==> src/rtl/regfile_pkg.sv <==
// Shared types and sizes for the register-file write-back scheduler.
//   XLen      : data width
//   NReg      : number of architectural registers
//   NRegWidth : register address width
//   wb_src_e  : write-back requester identity (ALU / LSU)
//   wb_req_t  : write-back payload (destination + data)
package regfile_pkg;

   localparam int unsigned XLen      = 32;
   localparam int unsigned NReg      = 32;
   localparam int unsigned NRegWidth = $clog2(NReg);

   typedef enum logic [0:0] {
      WbSrcAlu = 1'b0,
      WbSrcLsu = 1'b1
   } wb_src_e;

   typedef struct packed {
      logic [NRegWidth-1:0] rd;
      logic [XLen-1:0]      wd;
   } wb_req_t;

endpackage

==> src/rtl/wb_arb2.sv <==
// Two-input write-back arbiter (ALU vs LSU), at most one grant per cycle.
// Build option REGFILE_WB_RR_EN:
//   defined   : round-robin; pointer flips after every contested grant
//   undefined : fixed priority, LSU wins (purely combinational, no clock)
// Ports:
//   clk_i, rst_ni            : clock / sync active-low reset (RR build only)
//   alu_valid_i, lsu_valid_i : requests
//   alu_gnt_o, lsu_gnt_o     : grants (combinational)
module wb_arb2
   import regfile_pkg::*;
(
`ifdef REGFILE_WB_RR_EN
   input  logic clk_i,
   input  logic rst_ni,
`endif
   input  logic alu_valid_i,
   input  logic lsu_valid_i,
   output logic alu_gnt_o,
   output logic lsu_gnt_o
);

`ifdef REGFILE_WB_RR_EN
   wb_src_e ptr_q, ptr_d;

   // Pointer register: names the requester that wins the next contest.
   always_ff @(posedge clk_i) begin
      if (!rst_ni) ptr_q <= WbSrcAlu;
      else         ptr_q <= ptr_d;
   end

   // Uncontested grants leave the pointer alone.
   always_comb begin
      ptr_d = ptr_q;
      if (alu_valid_i && lsu_valid_i) begin
         ptr_d = (ptr_q == WbSrcAlu) ? WbSrcLsu : WbSrcAlu;
      end
   end

   always_comb begin
      alu_gnt_o = alu_valid_i && !(lsu_valid_i && (ptr_q == WbSrcLsu));
      lsu_gnt_o = lsu_valid_i && !(alu_valid_i && (ptr_q == WbSrcAlu));
   end
`else
   always_comb begin
      lsu_gnt_o = lsu_valid_i;
      alu_gnt_o = alu_valid_i && !lsu_valid_i;
   end
`endif

endmodule

==> src/rtl/regfile_wb_sched.sv <==
// Write-back scheduler for the single-write-port register file.
// Keeps a per-register busy scoreboard for decode hazard stalls and
// arbitrates ALU/LSU write-backs onto the registered write port.
// Build option REGFILE_WB_RR_EN selects round-robin arbitration
// (default: LSU has fixed priority).
// Ports:
//   clk_i, rst_ni                   : clock, synchronous active-low reset
//   iss_valid_i/iss_rd_i/iss_ready_o: destination reservation at issue
//   rs1_i/rs2_i -> rs1/rs2_busy_o   : scoreboard lookups (combinational)
//   alu_*/lsu_*                     : write-back valid/ready, rd, data
//   we3_o/a3_o/wd3_o                : register file write port (registered)
//   sb_err_o                        : sticky write-back-to-unreserved flag
module regfile_wb_sched #(
   parameter  int unsigned XLen      = regfile_pkg::XLen,
   parameter  int unsigned NReg      = regfile_pkg::NReg,
   localparam int unsigned NRegWidth = $clog2(NReg)
) (
   input  logic                 clk_i,
   input  logic                 rst_ni,
   input  logic                 iss_valid_i,
   input  logic [NRegWidth-1:0] iss_rd_i,
   output logic                 iss_ready_o,
   input  logic [NRegWidth-1:0] rs1_i,
   input  logic [NRegWidth-1:0] rs2_i,
   output logic                 rs1_busy_o,
   output logic                 rs2_busy_o,
   input  logic                 alu_valid_i,
   output logic                 alu_ready_o,
   input  logic [NRegWidth-1:0] alu_rd_i,
   input  logic [XLen-1:0]      alu_wd_i,
   input  logic                 lsu_valid_i,
   output logic                 lsu_ready_o,
   input  logic [NRegWidth-1:0] lsu_rd_i,
   input  logic [XLen-1:0]      lsu_wd_i,
   output logic                 we3_o,
   output logic [NRegWidth-1:0] a3_o,
   output logic [XLen-1:0]      wd3_o,
   output logic                 sb_err_o
);
   import regfile_pkg::*;

   logic [NReg-1:0] busy_q, busy_d;
   logic            alu_gnt, lsu_gnt, gnt_any, wb_err;
   wb_req_t         alu_req, lsu_req, gnt_req;
   wb_src_e         gnt_src;

   wb_arb2 u_arb (
`ifdef REGFILE_WB_RR_EN
      .clk_i       (clk_i),
      .rst_ni      (rst_ni),
`endif
      .alu_valid_i (alu_valid_i),
      .lsu_valid_i (lsu_valid_i),
      .alu_gnt_o   (alu_gnt),
      .lsu_gnt_o   (lsu_gnt)
   );

   // Handshakes, granted request mux and scoreboard lookups.
   always_comb begin
      alu_req     = '{rd: alu_rd_i, wd: alu_wd_i};
      lsu_req     = '{rd: lsu_rd_i, wd: lsu_wd_i};
      gnt_src     = lsu_gnt ? WbSrcLsu : WbSrcAlu;
      gnt_req     = (gnt_src == WbSrcLsu) ? lsu_req : alu_req;
      gnt_any     = rst_ni && (alu_gnt || lsu_gnt);
      alu_ready_o = rst_ni && alu_gnt;
      lsu_ready_o = rst_ni && lsu_gnt;
      iss_ready_o = rst_ni && iss_valid_i && !busy_q[iss_rd_i];
      rs1_busy_o  = busy_q[rs1_i];
      rs2_busy_o  = busy_q[rs2_i];
      wb_err      = gnt_any && (gnt_req.rd != '0) && !busy_q[gnt_req.rd];
   end

   // Clear on the cycle the register file captures, set on accepted issue.
   // Both cannot hit the same register: issue to a busy rd is stalled.
   always_comb begin
      busy_d = busy_q;
      if (we3_o) busy_d[a3_o] = 1'b0;
      if (iss_ready_o && (iss_rd_i != '0)) busy_d[iss_rd_i] = 1'b1;
   end

   always_ff @(posedge clk_i) begin
      if (!rst_ni) begin
         busy_q   <= '0;
         we3_o    <= 1'b0;
         a3_o     <= '0;
         wd3_o    <= '0;
         sb_err_o <= 1'b0;
      end else begin
         busy_q   <= busy_d;
         we3_o    <= gnt_any && (gnt_req.rd != '0);
         sb_err_o <= sb_err_o || wb_err;
         if (gnt_any) begin
            a3_o  <= gnt_req.rd;
            wd3_o <= gnt_req.wd;
         end
      end
   end

endmodule

==> config.mk <==
export PLATFORM = sky130hd
export DESIGN_NAME = regfile_wb_sched
export DESIGN_NICKNAME = d
export VERILOG_FILES = /design/src/rtl/regfile_pkg.sv /design/src/rtl/wb_arb2.sv /design/src/rtl/regfile_wb_sched.sv
export SDC_FILE = /design/constraint.sdc
export NUM_CORES = 1
export LEC_CHECK = 0
export CORE_UTILIZATION = 35
export DETAILED_ROUTE_END_ITERATION = 8
export SETUP_SLACK_MARGIN = 0.02
export SLEW_MARGIN = 40
export SYNTH_ARGS = -nofsm -noshare
export SYNTH_HDL_FRONTEND = slang
export SYNTH_SLANG_ARGS = --single-unit
export TNS_END_PERCENT = 30
==> constraint.sdc <==
create_clock -name clk_i -period 3.2 [get_ports clk_i]
set_input_delay 0.64 -clock clk_i [delete_from_list [all_inputs] [get_ports clk_i]]
set_output_delay 0.64 -clock clk_i [all_outputs]
set_load 0.03 [all_outputs]
==> impl_results.md <==
* Worst Max-Slew Pin Slew at 0.631 ns
* Critical Path RT at 2.56 ns
* Commonest non-fill, non-tap cell in the layout: clkdlybuf4s50_1
* Root buffer selected by CTS: clkbuf_16
* Gr ovfl total at 0
* Largest family of logic cells by synthesized area: multiplexers
* Footprint of the multi-input gates at 2770 um^2
* Post-Synth Adder-Cell Area at 0
* Total placed instance area at 6170 um^2
* Yosys top cell by area: dfxtp_1
* CP top delay family: multiplexers
* Most repeated library cell on the critical path: mux4_2
* Unrepaired setup endpoints after global routing: true
* Async SR Flop Fraction at 0
* Warnings from Yosys at 0
* Buf/Inv on CP at 3
* Max transition margin at 0.568
* Synthesized area per cell at 9.69 um^2
* DRT Wirelength at 16200 um
* Deepest clock path buffer count at 2
* Total Routing Usage GR at 0.263
* Port bufs at 137
* Post-synth EDFFs at 0
* First-pass GRT wire length at 25300 um
* Hold WS at 0.525 ns
* Synthesized area at 4330 um^2
* Final Instance Area at 6550 um^2
* Clock slew at reported path FFs at 0.06 ns
* Period utilization at 0.984
* TNS Setup at 0 ns
* Clk_lat worst skew at 0.34 ns
* CP Capture Type: output port
* Reg area at 1420 um^2
* Largest net degree at the start of global routing at 43
* Crit path max fanout at 8
* Die Y at 113 um
* Initial antenna violation count at 0
* CP Data Arrival Time at 2.51 ns
* Detailed placement HPWL at 12200 um
* Layout cells sized above 1 at 0.212
* Fmax at 318 MHz
* Vias/cell at 5.48
* Fin nets at 711
* Clock skew at 0.00866 ns
* Pre-antenna DRT Iters at 5
* XOR/XNOR share of the synthesized area at 0
* Post-Syn Nets at 541
* Number of DRC markers in iteration 0 at 395
* Top Ports at 138
* VDD IR max at 0.263 mV
* Netlist cell types at 45
* Max-Cap Viols at 0
* Width of the die at 113 um
* Flops & latches, synth at 71
* Slowest CP cell: mux4_2
* CP Launch Type: input pin
* Antenna cells at 0
* Hold Path Depth at 2
* Via total after detailed routing at 4333
* Critical path class: in2out
* Final Slew Violations at 0
* FF-to-FF path depth at 7
* Inserted Clock Buffers at 9
* Synth top area cells: dfxtp_1 33%, mux4_2 16%, mux2i_1 8.8%
* Syn-to-layout area delta at 51.1%
* Post-route DRC violation count at 0
* CTS tree: yes
* # fillers at 1114
* WP depth at 6
* Die Area at 12800 um^2
* Compound-Gate Fraction of Synth Area at 0.153
* Simple-Gate Fraction of Synth Area at 0.191
* Status: complete, no violations
* # clock sinks at 71
* Gp weighted congestion at 1.01
* Number of global-route vias before repair at 4349
* DR WL/cell at 20.6 um
* CTS H-tree lvls at 3
* Row cnt at 40
* Fin crit period at 3.15 ns
* Worst path cell trace: clkdlybuf4s50_1 -> buf_6 -> mux4_2 -> mux4_2 -> mux2_4 -> buf_4
* Mux share of post-synthesis cell area at 0.294
* Main synth FF type: dfxtp_1
* Lkg Pwr at 2.63 nW
* Final setup fails at 0
* Final ANT Viol Nets at 0
* Effective utilization at floorplan at 0.359
* Core Footprint at 12100 um^2
* Top cell type's share of synthesized area at 0.328
* Seq/Total Area, Yosys at 0.328
* Final Hold Violating Endpoints at 0
* CP max stage delay at 0.50 ns
* HP Class: reg2reg
* Most frequent cells in the layout: 126 x clkdlybuf4s50_1, 71 x dfxtp_1, 70 x nand2_1
* Pwr dens at 387 nW/um^2
* Syn Inst Count at 447
[worst min-delay path, cell delays in order (launching register included)]
cell	delay (ns)
dfxtp_1	0.37
nand2_1	0.08
a21oi_1	0.04
[power breakdown]
group	leakage (nW)	internal, W	switching [W]	total [W]
logic	1.89	0.000285	0.000263	0.000547
clock network	0.152	0.000644	0.000383	0.00103
registers	0.582	0.000922	0.0000341	0.000956
[layer usage]
layer	up-vias	GRT usage	share of wire	wire [um]
li1	2011	-	-	-
met1	2018	0.333	0.41	6620
met2	267	0.420	0.46	7400
met3	37	0.0696	0.10	1620
met4	0	0.119	0.036	592
met5	-	0	0	0
[per-stage QoR]
stage / util / setup slack [ns] / total power (W) / cells
after floorplan: - / 0.0927 / 0.00124 / 447
after global placement: 0.511 / -0.620 / 0.00151 / 767
after detailed placement: 0.511 / -0.625 / 0.00151 / 767
after CTS: 0.539 / -0.183 / 0.00255 / 786
after global routing: 0.543 / 0.000212 / 0.00263 / 790
final: 0.543 / 0.0511 / 0.00253 / 790
[timing repair]
action / in CTS / in global routing
setup buffers: 3 / 4
gates cloned: 0 / 0
resized for setup: 9 / 6
hold buffers: 0 / 0
pin swaps: 2 / 3
endpoints found under the setup margin: 3 / 3
[cell type report]
cell class / count / share of cell area
clock inverters: 5 / 0.00860
well taps: 168 / 0.0321
clock buffers: 11 / 0.0386
multi-input cells: 339 / 0.423
inverters: 2 / 0.00115
repair buffers: 194 / 0.280
flip-flops and latches: 71 / 0.217
[logic make-up after synthesis]
family	after synthesis
and+or+nand+nor	158
buffers and inverters	37
AOI/OAI and AO/OA	98
muxes	83
DFF	71
[worst paths after layout]
check | startpoint | end | slack, ns
max | rs1_i[1] | rs1_busy_o | 0.05
min | busy_q[0]$_SDFF_PN0_ | busy_q[0]$_SDFF_PN0_ | 0.53
max reg2reg | busy_q[18]$_SDFF_PN0_ | busy_q[1]$_SDFF_PN0_ | 0.90
min reg2reg | busy_q[0]$_SDFF_PN0_ | busy_q[0]$_SDFF_PN0_ | 0.53
[cells in the mapped netlist (2+ instances only)]
cell	number
o21ai_1	8
nand3b_1	6
nor3_1	2
a32oi_1	2
nand3_1	6
and3_1	4
mux2_2	11
buf_2	2
nor3b_1	3
and2b_1	2
or2_2	4
mux4_1	3
and2_1	36
clkbuf_1	27
o21ai_0	44
o211a_1	3
nand2b_1	3
o22ai_1	2
o211ai_1	20
a32o_1	11
mux2i_1	38
o32ai_1	2
mux4_2	30
nand2_1	70
dfxtp_1	71
nor2_1	13
inv_1	2
buf_1	5
[sequential cells by signal (all words and copies together), names as in the netlist]
signal / cells
sb_err_o: 1
a3_o: 5
wd3_o: 32
we3_o: 1
busy_q: 32
Power figures use the tool's default switching activity.
